===== src/rtl/core_pkg.sv =====
// Shared pipeline definitions: stage indices, scoreboard entry layout and
// the hazard-cause encoding used by the pipeline-control logic.
package core_pkg;

  localparam int ST_IF  = 0;
  localparam int ST_ID  = 1;
  localparam int ST_EX  = 2;
  localparam int ST_MEM = 3;
  localparam int ST_WB  = 4;

  // Wide enough for any supported register-address width; narrower
  // addresses are zero-extended into it.
  localparam int SB_RD_W = 8;

  typedef struct packed {
    logic               valid;
    logic [SB_RD_W-1:0] rd;
    logic               is_load;
    logic               wr;
  } sb_entry_t;

  typedef enum logic [1:0] {
    NONE,
    LOAD_USE,
    EX_BUSY,
    REDIRECT
  } hazard_e;

endpackage


===== src/rtl/sat_counter.sv =====
// Saturating up-counter with synchronous active-high reset; holds at all-ones.
module sat_counter #(
  parameter int W = 32
) (
  input  logic         clk,
  input  logic         rst,
  input  logic         inc_i,
  output logic [W-1:0] cnt_o
);

  logic [W-1:0] cnt_q;

  // NOTE: state registers use non-blocking assignments so every flop samples
  // pre-edge values regardless of process evaluation order.
  always_ff @(posedge clk) begin
    if (rst) begin
      cnt_q <= '0;
    end else if (inc_i && (cnt_q != '1)) begin
      cnt_q <= cnt_q + W'(1);
    end
  end

  assign cnt_o = cnt_q;

endmodule


===== src/rtl/pipe_hazard_ctrl.sv =====
// Pipeline control: per-stage valid bits, destination scoreboard, and the
// stall/bubble/flush controls for every pipeline register plus perf counters.
module pipe_hazard_ctrl
  import core_pkg::*;
#(
  parameter int NUM_STAGES = 5,
  parameter int BR_STAGE   = 3,
  parameter int LOAD_LAT   = 1,
  parameter int REG_ADDR_W = 5,
  parameter int CNT_W      = 32
) (
  input  logic                  clk,
  input  logic                  rst,
  input  logic                  enable,
  input  logic [REG_ADDR_W-1:0] id_rs1,
  input  logic [REG_ADDR_W-1:0] id_rs2,
  input  logic                  id_uses_rs1,
  input  logic                  id_uses_rs2,
  input  logic [REG_ADDR_W-1:0] id_rd,
  input  logic                  id_reg_write,
  input  logic                  id_mem_read,
  input  logic                  redirect,
  input  logic                  ex_busy,
  output logic                  pc_en,
  output logic [NUM_STAGES-2:0] pipe_en,
  output logic [NUM_STAGES-2:0] pipe_bubble,
  output logic [NUM_STAGES-1:0] stage_valid,
  output logic                  ex_kill,
  output logic [CNT_W-1:0]      stall_cnt,
  output logic [CNT_W-1:0]      flush_cnt
);

  localparam int NSB = NUM_STAGES - ST_EX;

  logic [NUM_STAGES-1:0] valid_q, valid_d;
  sb_entry_t             sb_q [NSB];
  sb_entry_t             sb_d [NSB];
  logic                  load_use, busy_v, redirect_v;
  logic                  stall_inc, flush_inc;
  hazard_e               cause;

  function automatic logic src_hit(logic uses, logic [REG_ADDR_W-1:0] src, sb_entry_t e);
    return uses && (src != '0) && e.valid && e.is_load && e.wr && (e.rd == SB_RD_W'(src));
  endfunction

  // NOTE: every always_comb output gets a default first so no path can
  // leave it unassigned and infer a latch.
  always_comb begin
    load_use = 1'b0;
    for (int k = 0; k < LOAD_LAT; k++) begin
      if (src_hit(id_uses_rs1, id_rs1, sb_q[k]) || src_hit(id_uses_rs2, id_rs2, sb_q[k])) begin
        load_use = 1'b1;
      end
    end
    load_use = load_use && valid_q[ST_ID];
  end

  assign busy_v     = ex_busy && valid_q[ST_EX];
  assign redirect_v = redirect && valid_q[BR_STAGE];

  always_comb begin
    cause = NONE;
    if (!rst && enable) begin
      if (redirect_v)    cause = REDIRECT;
      else if (busy_v)   cause = EX_BUSY;
      else if (load_use) cause = LOAD_USE;
    end
  end

  // A pipeline register loads a bubble whenever pipe_bubble is set, even if
  // its pipe_en is low; this is how a held EX still drains a bubble into MEM.
  always_comb begin
    pc_en       = 1'b1;
    pipe_en     = '1;
    pipe_bubble = '0;
    ex_kill     = 1'b0;
    if (rst) begin
      pc_en       = 1'b0;
      pipe_en     = '0;
      pipe_bubble = '1;
    end else if (!enable) begin
      pc_en   = 1'b0;
      pipe_en = '0;
    end else begin
      case (cause)
        REDIRECT: begin
          for (int i = 0; i < BR_STAGE; i++) pipe_bubble[i] = 1'b1;
          ex_kill = (BR_STAGE > ST_EX) && valid_q[ST_EX];
        end
        EX_BUSY: begin
          pc_en              = 1'b0;
          pipe_en[ST_EX:0]   = '0;
          pipe_bubble[ST_EX] = 1'b1;
        end
        LOAD_USE: begin
          pc_en              = 1'b0;
          pipe_en[ST_IF]     = 1'b0;
          pipe_bubble[ST_ID] = 1'b1;
        end
        default: ;
      endcase
    end
  end

  always_comb begin
    valid_d = valid_q;
    sb_d    = sb_q;
    if (pc_en) valid_d[ST_IF] = 1'b1;
    for (int i = 0; i < NUM_STAGES-1; i++) begin
      if (pipe_en[i] || pipe_bubble[i]) valid_d[i+1] = valid_q[i] && !pipe_bubble[i];
    end
    if (pipe_en[ST_ID] || pipe_bubble[ST_ID]) begin
      sb_d[0] = '0;
      if (!pipe_bubble[ST_ID]) begin
        sb_d[0].valid   = valid_q[ST_ID];
        sb_d[0].rd      = SB_RD_W'(id_rd);
        sb_d[0].is_load = id_mem_read;
        sb_d[0].wr      = id_reg_write;
      end
    end
    for (int k = 1; k < NSB; k++) begin
      if (pipe_en[ST_EX+k-1] || pipe_bubble[ST_EX+k-1]) begin
        sb_d[k] = pipe_bubble[ST_EX+k-1] ? '0 : sb_q[k-1];
      end
    end
  end

  // NOTE: the scoreboard array is reset, not left to fill, because stale
  // entries would raise false load-use stalls right after reset.
  always_ff @(posedge clk) begin
    if (rst) begin
      valid_q <= '0;
      for (int k = 0; k < NSB; k++) sb_q[k] <= '0;
    end else begin
      valid_q <= valid_d;
      sb_q    <= sb_d;
    end
  end

  assign stage_valid = rst ? '0 : valid_q;
  assign stall_inc   = (cause == EX_BUSY) || (cause == LOAD_USE);
  assign flush_inc   = (cause == REDIRECT);

  sat_counter #(.W(CNT_W)) u_stall_cnt (
    .clk   (clk),
    .rst   (rst),
    .inc_i (stall_inc),
    .cnt_o (stall_cnt)
  );

  sat_counter #(.W(CNT_W)) u_flush_cnt (
    .clk   (clk),
    .rst   (rst),
    .inc_i (flush_inc),
    .cnt_o (flush_cnt)
  );

endmodule


===== config.mk =====
export PLATFORM = sky130hd
export DESIGN_NAME = pipe_hazard_ctrl
export DESIGN_NICKNAME = d
export VERILOG_FILES = /design/src/rtl/core_pkg.sv /design/src/rtl/sat_counter.sv /design/src/rtl/pipe_hazard_ctrl.sv
export SDC_FILE = /design/constraint.sdc
export NUM_CORES = 1
export LEC_CHECK = 0
export ABC_AREA = 0
export CAP_MARGIN = 20
export CORE_AREA = 2 2 103 105
export CTS_BUF_LIST = sky130_fd_sc_hd__clkbuf_4 sky130_fd_sc_hd__clkbuf_8 sky130_fd_sc_hd__clkbuf_16
export CTS_CLUSTER_DIAMETER = 40
export DETAILED_ROUTE_END_ITERATION = 7
export DIE_AREA = 0 0 105 107
export PLACE_DENSITY = 0.67
export SYNTH_ARGS = -nofsm -noshare
export SYNTH_HDL_FRONTEND = slang
export SYNTH_SLANG_ARGS = --single-unit

===== constraint.sdc =====
create_clock -name clk -period 4 [get_ports clk]
set_input_delay 0.6 -clock clk [delete_from_list [all_inputs] [get_ports clk]]
set_output_delay 0.6 -clock clk [all_outputs]
set_load 0.01 [all_outputs]

==> impl_metrics.tcl <==
set metrics [dict create \
    ys.flop_type "dfxtp_1" \
    async_flop_share 0 \
    worst_slew_pin_slew_ps 843.2 \
    internal-power_mw 1.038 \
    cp.arrival_ps 3150 \
    grtUsageTotal 0.1893 \
    die_w_um 105 \
    r2r_start "sb_q[28]" \
    design_area_mm2 0.005286 \
    ioPinCount 103 \
    period_needed_ps 3753 \
    tns_ps 0 \
    layout-drive-gt1-share 0.07733 \
    final_antenna_net_count 0 \
    cts_buffer_depth 2 \
    area_growth_pct 32.45 \
    synth-seq-cells 76 \
    end_kind "output port" \
    cts_buffers 9 \
    post_cts_buffers 0 \
    hold_class "flip-flop to flip-flop" \
    hold_start "valid_q[0]" \
    drt-pass1-iter-count 4 \
    die_h_um 107 \
    ys.warnings.count 0 \
    synth_seq_area_share 0.3812 \
    clkSinkCount 76 \
    drc 0 \
    setup_ws_ps 247.2 \
    peakVddDrop_uv 138.3 \
    clock_skew_ps 14.17 \
    min_to "valid_q[1]" \
    avgSynthCellArea_um2 8.565 \
    dpl_cell_area_mm2 0.005114 \
    period_share 0.9382 \
    wl_um 10370 \
    synthesis.area_mm2 0.003991 \
    pwr-share-comb 0.062 \
    hold_buffers 0 \
    via_per_inst 5.462 \
    slew-limit-headroom 0.4327 \
    antenna_cells 0 \
    critical-path-max-stage-delay_ps 590 \
    holdPathStages 2 \
    max_freq_mhz 266.5 \
    final-hold-violation-count 0 \
    swShare 0.2391 \
    start_util 0.3955 \
    ff2ff_path_depth 11 \
    avgRoutedWirePerCell_um 14.71 \
    nets 592 \
    cts_htree_levels 3 \
    post-dp-hpwl_um 7554 \
    final_max_slew_viol_count 0 \
    first_global_vias 3653 \
    fin_hold_ws_ps 468.4 \
    rrSetupSlack_ps 780 \
    crit_top_cell "clkdlybuf4s50_1" \
    core_mm2 0.01009 \
    grt_overflow 0 \
    pwr-share-seq 0.561 \
    netSwitchingPower_uw 326.2 \
    cts_root_buf "clkbuf_8" \
    outcome "completed" \
    gp_congestion 0.8271 \
    worstPathMaxFanout 6 \
    pwr_density_cell_mw_per_mm2 258.1 \
    ys_types 56 \
    crit_chain "clkdlybuf4s50_1 > nor4_1 > o21ai_0 > nand4_1 > a21oi_1 > a31o_2 > ha_1 > nor2_1 > clkdlybuf4s50_1" \
    grt_setup_unrepaired "false" \
    dieArea_mm2 0.01124 \
    drt_iter0_drc 117 \
    syn-num-nets 494 \
    via_count 3851 \
    antenna_found_initial 0 \
    cts_resized 0 \
    syn_inst 466 \
    cts_tree "done" \
    regToRegEndpoint "u_stall_cnt.cnt_o[31]" \
    clkPwrFrac 0.376 \
    critPathLaunchType "input pin" \
    setup_viol 0 \
    port_buffers 102 \
    power.leakage_nw 1.717 \
    row_count 37 \
    grt_start_max_net_pins 76 \
    clock_latency_ps 340 \
    critical-path-slowest-cell "clkdlybuf4s50_1" \
    maxCapViolations 0 \
    grt_pass1_wl_um 17670 \
    place_ws_ps 96.56 \
    worst-setup-path-type "input pin to output port" \
    synth_edf_count 0 \
    fill_cells 995 \
    clk_pin_slew_worst_paths_ps 80 \
    worstPathRequired_ps 3400 \
]
==> stage by stage <==
step	power, mW	cells	utilization
global route	1.430	705	0.5238
detailed placement	0.8691	689	0.5067
global placement	0.8664	689	0.5067
finish	1.364	705	0.5238
floorplan	0.8243	466	-
CTS	1.388	705	0.5238
==> kinds of logic after synthesis <==
group | after synthesis | synth area share
mux | 15 | 0.03887
flops | 76 | 0.3812
simple gates | 214 | 0.3031
fa+ha+maj | 4 | 0.01254
buf+inv | 30 | 0.03762
compound gates | 93 | 0.1520
xor+xnor | 34 | 0.07461
==> area by class of cell <==
class | count | area (um^2) | share of cell area
Sequential cell | 76 | 1521 | 0.2878
Tap cell | 136 | 170.2 | 0.03219
Timing Repair Buffer | 110 | 1076 | 0.2035
Inverter | 7 | 26.28 | 0.004970
Multi-Input combinational cell | 360 | 2320 | 0.4388
Clock inverter | 6 | 41.29 | 0.007811
Clock buffer | 10 | 131.4 | 0.02485
==> Yosys cell counts, drive strengths merged, types with 4 or more instances <==
cell	n	area, um^2
a211oi	4	30.03
xor2	19	166.4
nor4	12	75.07
buf	9	71.31
or4	9	72.57
nand4	24	156.4
nor2b	7	43.79
or3	19	120.1
a31oi	5	31.28
a21oi	31	155.2
nand3	20	100.1
and4	10	90.09
nor2	40	150.1
ha	4	50.05
o211ai	5	37.54
clkbuf	14	52.55
o31ai	10	88.83
dfxtp	76	1521
inv	7	26.28
o21ai	23	115.1
nor3b	8	60.06
and3	12	75.07
mux2i	11	110.1
and2	7	43.79
or2	4	25.02
xnor2	15	131.4
nor3	8	40.04
nand2	27	101.4
mux2	4	45.04
==> power groups by stage <==
stage,logic [mW],clock network (mW),registers (mW)
2_1_floorplan,0.0423,0,0.782
3_3_place_gp,0.0828,0,0.784
3_5_place_dp,0.0854,0,0.784
4_1_cts,0.0857,0.536,0.766
5_1_grt,0.0925,0.571,0.766
6_report,0.0850,0.513,0.766
==> layer usage <==
layer  part of all wire  vias up  GRT usage
met3              0.040        4    0.05289
met4             0.0022        0    0.04190
met2               0.50       92     0.3200
met5                  0        -          0
li1                   -     1924          -
met1               0.46     1831     0.2407
==> critical path, delay by kind of cell <==
| family | cells | cell delay [ps] |
|---|---|---|
| buffers and inverters | 2 | 1040 |
| adders and majority gates | 1 | 350 |
| AOI/OAI and AO/OA | 3 | 470 |
| and+or+nand+nor | 3 | 690 |
==> state kept, by name, summed over array words and instances (netlist names) <==
register and cells:
u_flush_cnt.cnt_o 32, u_stall_cnt.cnt_o 32, valid_q 5, sb_q 7
==> worst max path at each step <==
stage / start / endpoint / cells after the start
2_1_floorplan: id_rs2[2] / pipe_en[2] / 9
3_3_place_gp: id_rs2[0] / u_stall_cnt.cnt_o[31] / 12
3_5_place_dp: id_rs1[0] / u_stall_cnt.cnt_o[31] / 12
4_1_cts: id_rs1[0] / pc_en / 9
5_1_grt: id_rs1[0] / pipe_en[0] / 9
6_report: id_rs1[0] / pipe_en[0] / 9
==> cell usage in the layout (no fill, tap or decap), drive strengths merged, types with 7 or more instances in the layout <==
| master | count |
|---|---|
| nand4 | 24 |
| or4 | 9 |
| inv | 7 |
| and4 | 10 |
| a21oi | 31 |
| mux2i | 11 |
| nand2 | 27 |
| nor4 | 12 |
| clkbuf | 10 |
| nor3 | 8 |
| or3 | 19 |
| xnor2 | 15 |
| o21ai | 23 |
| nand3 | 20 |
| nor3b | 8 |
| buf | 9 |
| o31ai | 10 |
| nor2b | 7 |
| clkdlybuf4s50 | 101 |
| xor2 | 19 |
| and3 | 12 |
| dfxtp | 76 |
| and2 | 7 |
| nor2 | 40 |
Note: power is estimated with default switching activity, not from simulation.
